File: src/rtl/nibbler_pkg.sv
// Shared types and default sizing for the Nibbler output port path.
package nibbler_pkg;

    typedef logic [3:0] nibble_t;

    typedef struct packed {
        nibble_t addr;
        nibble_t data;
    } out_req_t;

    typedef enum logic [1:0] {IDLE, SETUP, STROBE, HOLD} out_state_e;

    localparam int unsigned DefaultDepth        = 4;
    localparam int unsigned DefaultStrobeCycles = 2;

endpackage

File: src/rtl/nibble_fifo.sv
// Small request FIFO for queued OUT writes; a push into a full FIFO is accepted when a pop
// happens at the same edge.
module nibble_fifo
    import nibbler_pkg::*;
#(
    parameter int unsigned DEPTH = DefaultDepth
) (
    input  logic     clk,
    input  logic     notReset,
    input  logic     push,
    input  out_req_t wrData,
    input  logic     pop,
    output out_req_t rdData,
    output logic     full,
    output logic     empty
);

    localparam int unsigned PtrW = $clog2(DEPTH);
    localparam int unsigned CntW = PtrW + 1;

    out_req_t        mem [DEPTH];
    logic [PtrW-1:0] wrPtr;
    logic [PtrW-1:0] rdPtr;
    logic [CntW-1:0] count;
    logic            doPush;
    logic            doPop;

    assign full   = (count == CntW'(DEPTH));
    assign empty  = (count == '0);
    assign doPop  = pop && !empty;
    assign doPush = push && (!full || doPop);
    assign rdData = mem[rdPtr];

    always_ff @(posedge clk) begin
        if (doPush) begin
            mem[wrPtr] <= wrData;
        end
    end

    // Pointers wrap naturally because DEPTH is a power of two.
    always_ff @(posedge clk) begin
        if (!notReset) begin
            wrPtr <= '0;
            rdPtr <= '0;
            count <= '0;
        end else begin
            if (doPush) begin
                wrPtr <= wrPtr + 1'b1;
            end
            if (doPop) begin
                rdPtr <= rdPtr + 1'b1;
            end
            unique case ({doPush, doPop})
                2'b10:   count <= count + 1'b1;
                2'b01:   count <= count - 1'b1;
                default: count <= count;
            endcase
        end
    end

endmodule

File: src/rtl/nibble_out_port.sv
// Queues OUT writes and replays them onto a 4-bit peripheral bus with setup/strobe/hold timing.
// Define NIBBLE_OUT_SHADOW_EN to add a readable shadow copy of the last value written per port.
module nibble_out_port
    import nibbler_pkg::*;
#(
    parameter int unsigned DEPTH         = DefaultDepth,
    parameter int unsigned STROBE_CYCLES = DefaultStrobeCycles,
    parameter int unsigned ADDR_W        = 4,
    parameter int unsigned DATA_W        = 4
) (
    input  logic              clk,
    input  logic              notReset,
    input  logic [DATA_W-1:0] dataIn,
    input  logic [ADDR_W-1:0] portAddr,
    input  logic              notWrOut,
    output logic [ADDR_W-1:0] portAddrOut,
    output logic [DATA_W-1:0] portDataOut,
    output logic              notPortWe,
    input  logic              periphReady,
    output logic              fifoFull,
    output logic              fifoEmpty,
    output logic              overflow,
    output logic              busy
`ifdef NIBBLE_OUT_SHADOW_EN
    ,
    input  logic [ADDR_W-1:0] shadowAddr,
    output logic [DATA_W-1:0] shadowData
`endif
);

    localparam int unsigned CntW = (STROBE_CYCLES > 1) ? $clog2(STROBE_CYCLES) : 1;

    out_state_e      state;
    logic [CntW-1:0] strobeCnt;
    out_req_t        pushReq;
    out_req_t        head;
    logic            push;
    logic            pop;
    logic            accepted;

    assign pushReq.addr = portAddr;
    assign pushReq.data = dataIn;
    assign push         = !notWrOut;
    assign pop          = (state == IDLE) && !fifoEmpty;
    assign accepted     = push && (!fifoFull || pop);
    assign busy         = (state != IDLE) || !fifoEmpty;

    nibble_fifo #(
        .DEPTH (DEPTH)
    ) u_fifo (
        .clk      (clk),
        .notReset (notReset),
        .push     (push),
        .wrData   (pushReq),
        .pop      (pop),
        .rdData   (head),
        .full     (fifoFull),
        .empty    (fifoEmpty)
    );

    always_ff @(posedge clk) begin
        if (!notReset) begin
            state       <= IDLE;
            portAddrOut <= '0;
            portDataOut <= '0;
            notPortWe   <= 1'b1;
            strobeCnt   <= '0;
        end else begin
            unique case (state)
                IDLE: begin
                    if (!fifoEmpty) begin
                        portAddrOut <= head.addr;
                        portDataOut <= head.data;
                        state       <= SETUP;
                    end
                end
                SETUP: begin
                    if (periphReady) begin
                        notPortWe <= 1'b0;
                        strobeCnt <= CntW'(STROBE_CYCLES - 1);
                        state     <= STROBE;
                    end
                end
                STROBE: begin
                    if (strobeCnt == '0) begin
                        notPortWe <= 1'b1;
                        state     <= HOLD;
                    end else begin
                        strobeCnt <= strobeCnt - 1'b1;
                    end
                end
                HOLD:    state <= IDLE;
                default: state <= IDLE;
            endcase
        end
    end

    // Sticky until reset: a request arrived with no room and no simultaneous pop.
    always_ff @(posedge clk) begin
        if (!notReset) begin
            overflow <= 1'b0;
        end else if (push && fifoFull && !pop) begin
            overflow <= 1'b1;
        end
    end

`ifdef NIBBLE_OUT_SHADOW_EN
    logic [DATA_W-1:0] shadow [2**ADDR_W];

    always_ff @(posedge clk) begin
        if (!notReset) begin
            for (int i = 0; i < 2**ADDR_W; i++) begin
                shadow[i] <= '0;
            end
        end else if (accepted) begin
            shadow[portAddr] <= dataIn;
        end
    end

    assign shadowData = shadow[shadowAddr];
`else
    // No shadow storage; accepted is only consumed by the shadow array.
    logic unusedAccepted;
    assign unusedAccepted = accepted;
`endif

endmodule

File: config.mk
export PLATFORM = sky130hd
export DESIGN_NAME = nibble_out_port
export DESIGN_NICKNAME = d
export VERILOG_FILES = /design/src/rtl/nibbler_pkg.sv /design/src/rtl/nibble_fifo.sv /design/src/rtl/nibble_out_port.sv
export SDC_FILE = /design/constraint.sdc
export NUM_CORES = 1
export LEC_CHECK = 0
export ABC_AREA = 1
export ABC_CLOCK_PERIOD_IN_PS = 4300
export BUFFER_PORTS_ARGS = -buffer_cell sky130_fd_sc_hd__buf_2
export CAP_MARGIN = 20
export CORE_UTILIZATION = 55
export DETAILED_ROUTE_END_ITERATION = 10
export GPL_TIMING_DRIVEN = 0
export PLACE_DENSITY = 0.76
export SLEW_MARGIN = 0
export SYNTH_ARGS = -nofsm -noshare
export SYNTH_HDL_FRONTEND = slang
export SYNTH_SLANG_ARGS = --single-unit
File: constraint.sdc
create_clock -name clk -period 4.3 [get_ports clk]
set_input_delay 0.43 -clock clk [delete_from_list [all_inputs] [get_ports clk]]
set_output_delay 0.43 -clock clk [all_outputs]
set_load 0.1 [all_outputs]
==> results.py <==
metrics = {
    "worst_setup_path": {
        "crit_type": "flop to primary output",
        "crit_family": "buffers and inverters",
        "crit_slowest_cell": "buf_2",
        "cp_max_fo": 6,
        "start_kind": "flop",
        "end_kind": "primary output",
        "worstPathRequired_ns": 3.87,
        "cp.depth": 4,
        "critPathMaxStageDelay_ns": 0.45,
        "crit_arrival_ns": 1.63,
        "r2r_cells": 6,
        "path_cells": "inv_1, ha_1, nand3_1, buf_2",
        "reg2reg_slack_ns": 2.37,
        "worst-path-buf-inv": 2,
    },
    "detailed_routing": {
        "dr.pass1.iters": 4,
        "vias": 1463,
        "viasPerCell": 5.19,
        "wl_mm": 3.91,
        "wire_per_inst_um": 13.9,
        "drtIter0Drc": 92,
        "drcViolationCount": 0,
        "ant_nets": 0,
    },
    "sta": {
        "worstMarginPinSlew_ns": 0.776,
        "fin_crit_ns": 2.06,
        "relSlewSlack_pct": 48.0,
        "worst_slack_ns": 2.24,
        "finalSetupTns_ns": 0,
        "slew_viol_final": 0,
        "fin_crit_sh_pct": 47.9,
        "setup_viol": 0,
        "fmax_mhz": 485,
        "finClkSkew_ns": 0.00830,
        "rsz0062_at_grt": "no",
        "hold_violations": 0,
    },
    "grt": {
        "antenna_found_initial": 0,
        "grt_start_max_net_pins": 16,
        "grt_pass1_vias": 1391,
        "grt.overflow.total": 0,
        "grt_pass1_wl_mm": 6.38,
        "grt_usage_pct": 21.8,
    },
    "run": {
        "maxCapViolCount": 0,
    },
    "logic_synthesis": {
        "async_reset_ff_share_pct": 0,
        "yosys_warnings": 0,
        "netlist_area_um2": 2140,
        "synth_cells": 202,
        "synth_edf_count": 32,
        "synthFlopType": "edfxtp_1",
        "syn_nets": 222,
        "synth_cell_types": 25,
        "avgSynthCellArea_um2": 10.6,
        "synth-seq-cells": 52,
        "seq_area_frac_synth_pct": 63.5,
    },
    "floorplanning": {
        "ios": 25,
        "core_um2": 3690,
        "die_y_um": 64.4,
        "dieArea_um2": 4150,
        "start_util_pct": 58.1,
        "rows": 22,
        "fp.dieW_um": 64.4,
    },
    "placed_design": {
        "portBuffers": 24,
        "pre_cts_slack_ns": 2.31,
        "gp_congestion": 0.782,
        "place_area_um2": 2320,
        "dp_hpwl_mm": 2.58,
    },
    "clock_network": {
        "clkTransAtPathRegs_ns": 0.09,
        "postCtsResizedCells": 0,
        "cts.sinks": 52,
        "cts_tree": "yes",
        "hold_buffers": 0,
        "clockRootBuffer": "clkbuf_8",
        "cts_buffers": 5,
        "cts_max_level": 2,
        "cts_buffer_depth": 2,
        "cts_setup_buffers": 0,
        "clock_latency_ns": 0.31,
    },
    "final_layout": {
        "nNetsFinal": 253,
        "fin_area_um2": 2430,
        "area_delta_synth_final_pct": 13.4,
        "antenna_cells": 0,
        "drive_gt1_share_pct": 18.4,
        "final_util_pct": 65.9,
    },
    "min_path": {
        "min_path_cells": 1,
        "min-delay-path-class": "primary input to flop",
    },
    "run_status": {
        "run_status": "complete, no violations",
    },
}
cells in the final DEF, fill, tap and decap left out:
master,instances
dfxtp_1,20
nand2_4,1
nand3_1,5
nor2_1,41
clkbuf_8,5
nand4_2,1
o21bai_1,1
edfxtp_1,32
o22ai_1,8
nand4_1,1
clkinv_2,1
ha_1,7
bufinv_16,1
o21ai_0,29
nor3_1,2
nor2_2,1
a21oi_1,10
buf_2,26
a21boi_0,1
buf_4,1
o21a_1,1
nand2_2,3
or2_2,1
clkbuf_1,1
o21ai_1,1
buf_6,2
inv_1,21
fa_1,1
nand2_1,9
worst reg2reg max path: cells and delay by family (launching register included):
family        cells  cell delay (ns)
buf+inv           2             0.16
flops             1             0.33
simple gates      3             0.78
fa+ha+maj         1             0.28
cells in the mapped netlist, drive strengths merged, types with 2 or more instances:
master / instances / area [um^2]
a21oi: 10 / 50.1
buf: 5 / 40.0
dfxtp: 20 / 400
edfxtp: 32 / 961
ha: 7 / 87.6
inv: 21 / 78.8
nand2: 13 / 63.8
nand3: 5 / 25.0
nand4: 2 / 18.8
nor2: 42 / 160
nor3: 2 / 10.0
o21ai: 30 / 150
o22ai: 8 / 50.1
routing by layer:
layer  up-vias  routed length, um  track usage [%]
li1        748                  -                -
met1       673               1720             25.5
met4         0                 65             8.89
met2        35               1960             37.5
met5         -                  0                0
met3         7                163             6.34
state kept, by name, indices dropped and copies added, names as in the netlist:
signal / count
notPortWe: 1
overflow: 1
portAddrOut: 4
portDataOut: 4
state: 2
strobeCnt: 1
u_fifo.count: 3
u_fifo.mem: 32
u_fifo.rdPtr: 2
u_fifo.wrPtr: 2
per-stage QoR:
step | instances | hold slack [ns]
floorplan | 202 | 0.456
global placement | 274 | 0.442
detailed placement | 274 | 0.453
CTS | 282 | 0.319
global route | 282 | 0.312
finish | 282 | 0.325
kinds of logic after synthesis:
logic type,count (synthesis),share of synthesized area (%)
AND/OR/NAND/NOR,65,13.2
AO/OA/AOI/OAI,51,12.7
flip-flops,52,63.5
buffers and inverters,26,5.54
adder cells (fa/ha/maj),8,5.02
cell type report:
type	count	area (um^2)
Timing Repair Buffer	24	120
Tap cell	48	60.1
Multi-Input combinational cell	124	664
Inverter	21	78.8
Fill cell	312	1260
Clock inverter	2	35.0
Buffer	5	40.0
Clock buffer	6	72.6
Sequential cell	52	1360
final timing paths:
check / start / end
worst max register to register: state[0] / u_fifo.mem[2][5]
worst max-delay path: state[0] / busy
worst min-delay path: dataIn[0] / u_fifo.mem[2][0]
worst min register to register: overflow / overflow
Power is not shown: default switching activity piles up to over one toggle a cycle in this logic, so the estimate is an artifact.
